## src/rtl/fp_useq_pkg.sv

```systemverilog
// Shared encodings for the FPU microcode sequencer: sequencing-field layout,
// next-address codes, FSM states and ROM address limits.
package fp_useq_pkg;

    localparam int ROM_DEPTH = 192;
    localparam int AW        = 8;

    // First illegal address, widened by one bit so upc+1 never wraps.
    localparam logic [AW:0] ADR_LIM = ROM_DEPTH[AW:0];

    typedef enum logic [1:0] {
        NXT_SEQ = 2'b00,
        NXT_JMP = 2'b01,
        NXT_BR  = 2'b10,
        NXT_END = 2'b11
    } nxt_e;

    localparam logic [1:0] ST_IDLE  = 2'd0;
    localparam logic [1:0] ST_FETCH = 2'd1;
    localparam logic [1:0] ST_EXEC  = 2'd2;

    // do1[15:0] sequencing field, MSB first.
    typedef struct packed {
        nxt_e          nxt;
        logic [2:0]    cond_sel;
        logic          inv;
        logic          call;
        logic          ret;
        logic [AW-1:0] target;
    } seq_t;

    function automatic logic [AW:0] adr_inc(input logic [AW-1:0] a);
        return {1'b0, a} + 1'b1;
    endfunction

endpackage

```

## src/rtl/fp_useq_nxt.sv

```systemverilog
// Combinational next-address decode for the microcode sequencer.
// Loop-counter decode is present only when FPU_USEQ_LOOP_EN is defined.
module fp_useq_nxt
    import fp_useq_pkg::*;
(
    input  logic [15:0]   seq,
    input  logic [AW-1:0] upc,
    input  logic [AW-1:0] ret_reg,
    input  logic [7:0]    cond,
    input  logic [5:0]    cnt,
    output logic [AW-1:0] nxt_adr,
    output logic [AW-1:0] ret_val,
    output logic          is_end,
    output logic          illegal,
    output logic          ret_wr,
    output logic          cnt_ld,
    output logic          cnt_dec
);

    seq_t        f;
    logic [AW:0] inc;
    logic [AW:0] adr;
    logic        jcr;
    logic        cbit;
    logic        taken;

    assign f   = seq_t'(seq);
    assign inc = adr_inc(upc);
    // JMP with call and ret both set is the loop-load form, never a real call/return.
    assign jcr = (f.nxt == NXT_JMP) && f.call && f.ret;

`ifdef FPU_USEQ_LOOP_EN
    assign cbit    = (&f.cond_sel) ? (cnt != 6'd0) : cond[f.cond_sel];
    assign cnt_ld  = jcr;
    assign cnt_dec = taken && (&f.cond_sel) && (cnt != 6'd0);
`else
    logic unused_cnt;
    assign unused_cnt = ^cnt;
    assign cbit    = cond[f.cond_sel];
    assign cnt_ld  = 1'b0;
    assign cnt_dec = 1'b0;
`endif

    assign taken = (f.nxt == NXT_BR) && (cbit ^ f.inv);

    always_comb begin
        adr    = inc;
        ret_wr = 1'b0;
        if (jcr) begin
            adr = cnt_ld ? inc : {1'b0, f.target};
        end else begin
            case (f.nxt)
                NXT_JMP: adr = {1'b0, f.target};
                NXT_BR:  if (taken) adr = {1'b0, f.target};
                default: ;
            endcase
            ret_wr = f.call && ((f.nxt == NXT_JMP) || taken);
            if (f.ret && (f.nxt != NXT_END)) adr = {1'b0, ret_reg};
        end
    end

    assign nxt_adr = adr[AW-1:0];
    assign ret_val = inc[AW-1:0];
    assign is_end  = (f.nxt == NXT_END);
    assign illegal = !is_end && (adr >= ADR_LIM);

endmodule

```

## src/rtl/fp_useq.sv

```systemverilog
// FPU microcode sequencer: drives the 192x128b ROM pair and presents microwords.
// Define FPU_USEQ_LOOP_EN to build the 6-bit loop counter.
module fp_useq
    import fp_useq_pkg::*;
(
    input  logic          clk,
    input  logic          reset,
    input  logic          start,
    input  logic [AW-1:0] entry_adr,
    input  logic          stall,
    input  logic [7:0]    cond,
    input  logic [63:0]   do1,
    input  logic [63:0]   do0,
    output logic          rom_en,
    output logic [AW-1:0] rom_adr,
    output logic [127:0]  uword,
    output logic          uword_vld,
    output logic          busy,
    output logic          done,
    output logic          err
);

    logic [1:0]    state;
    logic [AW-1:0] upc;
    logic [AW-1:0] ret_reg;
    logic [AW-1:0] nxt_adr;
    logic [AW-1:0] ret_val;
    logic [5:0]    cnt;
    logic          is_end;
    logic          illegal;
    logic          ret_wr;
    logic          cnt_ld;
    logic          cnt_dec;
    logic          exec;
    logic          adv;
    logic          step;

    fp_useq_nxt u_nxt (
        .seq     (do1[15:0]),
        .upc     (upc),
        .ret_reg (ret_reg),
        .cond    (cond),
        .cnt     (cnt),
        .nxt_adr (nxt_adr),
        .ret_val (ret_val),
        .is_end  (is_end),
        .illegal (illegal),
        .ret_wr  (ret_wr),
        .cnt_ld  (cnt_ld),
        .cnt_dec (cnt_dec)
    );

    assign exec      = (state == ST_EXEC);
    assign adv       = exec && !stall;
    assign step      = adv && !is_end && !illegal;
    assign uword     = {do1, do0};
    assign uword_vld = adv;
    assign busy      = (state != ST_IDLE);
    // In EXEC the next address goes straight to the ROM so it streams one word per cycle.
    assign rom_en    = (state == ST_FETCH) || step;
    assign rom_adr   = exec ? nxt_adr : upc;

    always_ff @(posedge clk or posedge reset) begin
        if (reset) begin
            state   <= ST_IDLE;
            upc     <= '0;
            ret_reg <= '0;
            done    <= 1'b0;
            err     <= 1'b0;
        end else begin
            done <= 1'b0;
            case (state)
                ST_IDLE: begin
                    if (start) begin
                        upc <= entry_adr;
                        err <= ({1'b0, entry_adr} >= ADR_LIM);
                        if ({1'b0, entry_adr} < ADR_LIM) state <= ST_FETCH;
                    end
                end
                ST_FETCH: state <= ST_EXEC;
                ST_EXEC: begin
                    if (!stall) begin
                        if (is_end) begin
                            state <= ST_IDLE;
                            done  <= 1'b1;
                        end else if (illegal) begin
                            state <= ST_IDLE;
                            err   <= 1'b1;
                        end else begin
                            upc <= nxt_adr;
                            if (ret_wr) ret_reg <= ret_val;
                        end
                    end
                end
                default: state <= ST_IDLE;
            endcase
        end
    end

`ifdef FPU_USEQ_LOOP_EN
    always_ff @(posedge clk or posedge reset) begin
        if (reset) begin
            cnt <= '0;
        end else if (step) begin
            if (cnt_ld)       cnt <= do1[5:0];
            else if (cnt_dec) cnt <= cnt - 6'd1;
        end
    end
`else
    logic unused_loop;
    assign cnt         = '0;
    assign unused_loop = cnt_ld | cnt_dec;
`endif

endmodule

```

## config.mk

```make
export PLATFORM = sky130hd
export DESIGN_NAME = fp_useq
export DESIGN_NICKNAME = d
export VERILOG_FILES = /design/src/rtl/fp_useq_pkg.sv /design/src/rtl/fp_useq_nxt.sv /design/src/rtl/fp_useq.sv
export SDC_FILE = /design/constraint.sdc
export NUM_CORES = 1
export LEC_CHECK = 0
export BUFFER_PORTS_ARGS = -buffer_cell sky130_fd_sc_hd__buf_2
export CELL_PAD_IN_SITES_DETAIL_PLACEMENT = 0
export CELL_PAD_IN_SITES_GLOBAL_PLACEMENT = 1
export CORE_MARGIN = 2
export CORE_UTILIZATION = 22
export CTS_CLUSTER_SIZE = 30
export DETAILED_ROUTE_END_ITERATION = 10
export PLACE_DENSITY_LB_ADDON = 0.2
export RECOVER_POWER = 25
export SLEW_MARGIN = 40
export SYNTH_ARGS = -nofsm -noshare
export SYNTH_HDL_FRONTEND = slang
export SYNTH_SLANG_ARGS = --single-unit
```

## constraint.sdc

```tcl
create_clock -name clk -period 2.9 [get_ports clk]
set_input_delay 0.29 -clock clk [delete_from_list [all_inputs] [get_ports clk]]
set_output_delay 0.29 -clock clk [all_outputs]
set_load 0.05 [all_outputs]
```

==> flow_summary_export.csv <==
group,metric,value,unit
worst_hold_path,hold_class,"in2async",
clock_tree,ctsRootBufferMaster,"clkbuf_16",
synthesis,syn_inst,319,
clock_tree,clk_latency,0.25,ns
clock_tree,cts_tree,"built",
die,dieArea,12800,um^2
layout,layout-drive-gt1-share,0.424,
synthesis,muxShareOfSynthArea,0.105,
clock_tree,clockBufferDepth,2,
worst_setup_path,worst-setup-path-type,"in2out",
place,dp_slack,-0.0281,ns
worst_setup_path,slowest_delay,0.52,ns
clock_tree,numCtsBuffers,3,
layout,nets,431,
grt,grt_antenna_before_repair,0,
timing,timing.hold.ws,0.194,ns
timing,max_slew.worst_pin.slew,0.824,ns
synthesis,synth-main-ff-cell,"dfrtp_1",
timing,setup_ws,0.145,ns
die,ios,289,
synthesis,synth_top_family_by_area,"buffers and inverters",
die,num_rows,39,
drt,vias,1899,
place,hpwl,5620,um
grt,grt_pass1_vias,1906,
worst_setup_path,worstPathArrival,2.47,ns
layout,final_cells,421,
synthesis,synthArstFlopShare,1.00,
worst_setup_path,ff2ff_setup_slack,0.45,ns
synthesis,synth-seq-cells,20,
synthesis,synth_compound_area_frac,0.149,
layout,ff_latch_area,500,um^2
worst_setup_path,end_kind,"primary output",
place,io_buffers,64,
layout,final_area,2440,um^2
synthesis,ys_types,48,
drt,wl_per_cell,16.1,um
timing,clock_skew,0.00329,ns
synthesis,synth_top_area_share,0.365,
pwr,power_density,986,nW/um^2
clock_tree,cts.sinks,20,
drt,drtIter0Drc,99,
place,dp.cells,417,
timing,layout_min_cycle_time,2.76,ns
synthesis,syn_area_per_cell,8.24,um^2
synthesis,yosysWarningCount,0,
place,dpl_cell_area,2340,um^2
drt,drtAntennaViolNets,0,
clock_tree,worst_setup_hold_path_clk_slew,0.06,ns
grt,grt_pass1_wl,10400,um
synthesis,synth-simple-area-share,0.123,
worst_setup_path,critPathBufInv,4,
drt,viasPerCell,4.51,
timing,slew_viol_final,0,
grt,overflow,0,
timing,setup_viol_count_final,0,
die,start_util,0.227,
die,dieWidth,113,um
synthesis,netlist_top_cells_count,"128 x buf_4, 27 x nor2_1, 20 x dfrtp_1, 15 x nand2_1, 13 x o21ai_0",
timing,rsz0062_at_grt,"false",
drt,firstDrtPassIters,4,
worst_setup_path,cpMostUsedCell,"buf_4",
timing,fmax,363,MHz
place,gp_congestion,0.726,
synthesis,synthTopCellsByArea,"buf_4 37%, dfrtp_1 19%, mux2_4 4.0%, nor2_1 3.9%, o21ai_0 2.5%",
grt,grtUsageTotal,0.103,
run,drv_cap,0,
timing,period_share,0.950,
clock_tree,ctsHtreeMaxLevel,1,
timing,slew_headroom,0.450,
die,die_h,113,um
timing,finalHoldViolations,0,
layout,antenna_cells,0,
worst_setup_path,cp_slowest_cell,"mux4_2",
synthesis,synth_area,2630,um^2
clock_tree,cts_setup_buffers,0,
synthesis,synth.largest_area_cell,"buf_4",
pwr,vdd_ir_drop_max,0.341,mV
worst_setup_path,critPathRequiredTime,2.61,ns
layout,nFillCells,1277,
synthesis,yosysSeqAreaShare,0.190,
timing,setup-tns-final,0,ns
worst_setup_path,crit_family,"multiplexers",
pwr,finalPower,2.41,mW
grt,grt_start_max_net_pins,21,
layout,multi_input_comb_area,1130,um^2
synthesis,synth_edf_count,0,
worst_setup_path,crit_chain,"buf_2 -> mux4_2 -> mux2i_4 -> mux2i_2 -> nor2_1 -> buf_4 -> o41ai_2 -> buf_4 -> o21ai_2 -> clkbuf_4",
synthesis,synth_nets,471,
synthesis,yosys.area_share.adder,0.0190,
drt,drt-total-wl,6780,um
synthesis,yosys.area_share.xor_xnor,0.0233,
layout,fin_util,0.211,
worst_setup_path,crit_fanout,5,
worst_setup_path,worstSetupStartpointType,"primary input",
die,core_area,11600,um^2
outcome,outcome,"complete, no violations",
drt,drc,0,
pwr,leakagePower,1.18,nW
layout,area_delta_synth_final,-7.04,%
synthesis,post-synth-top-count-cell,"buf_4",
==> placed cells by master (no fill, tap or decap), types with 3 or more instances in the layout <==
cell type and instances:
nand2b_1 4, buf_4 26, clkbuf_16 3, buf_2 62, a21oi_1 9, nand2_1 15, o21ai_0 12, inv_1 9
o211ai_1 4, dfrtp_1 20, mux2_2 4, mux2_4 7, and2_1 3, nand3_1 6, mux2i_1 3, xnor2_1 6
o31ai_1 6, nor3_1 4, ha_1 4, nor2_1 27
==> layout make-up <==
cell class	count	area share
multi-input cells	156	0.462
repair buffers	89	0.210
flip-flops and latches	20	0.205
well taps	143	0.0732
clock buffers	4	0.0363
inverters	9	0.0138
==> metal layers <==
metal  wire, um  GRT usage  share of wire
met1       2850      0.129           0.42
met2       3370      0.173           0.50
met3        496     0.0300          0.073
met4         70     0.0285          0.010
met5          0          0              0
==> cells by family after synthesis <==
kind of cell	after synthesis
buffers and inverters	143
and+or+nand+nor	70
AOI/OAI and AO/OA	56
DFF	20
muxes	19
xor gates and xnor gates	7
adders and majority gates	4
==> what timing repair did <==
| action | CTS | global route |
|---|---|---|
| setup endpoints to repair | 0 | 4 |
| hold buffers | 0 | 0 |
| resized for setup | 0 | 8 |
==> path summary, 6_finish.rpt <==
check	from	endpoint	depth (start not counted)
min in group clk	entry_adr[6]	state[0]	2
worst max-delay path	do1[12]	rom_en	10
worst max register to register	upc[2]	ret_reg[7]	8
worst min register to register	ret_reg[1]	ret_reg[1]	1
max in group asynchronous	reset	upc[0]	2
worst min-delay path	reset	upc[3]	2
==> where the power goes <==
| group | internal, mW | switching (mW) |
|---|---|---|
| clock | 0.210 | 0.104 |
| sequential | 0.408 | 0.135 |
| combinational | 0.558 | 0.994 |
| total | 1.18 | 1.23 |
No activity file was read; power rests on OpenSTA's default activity.
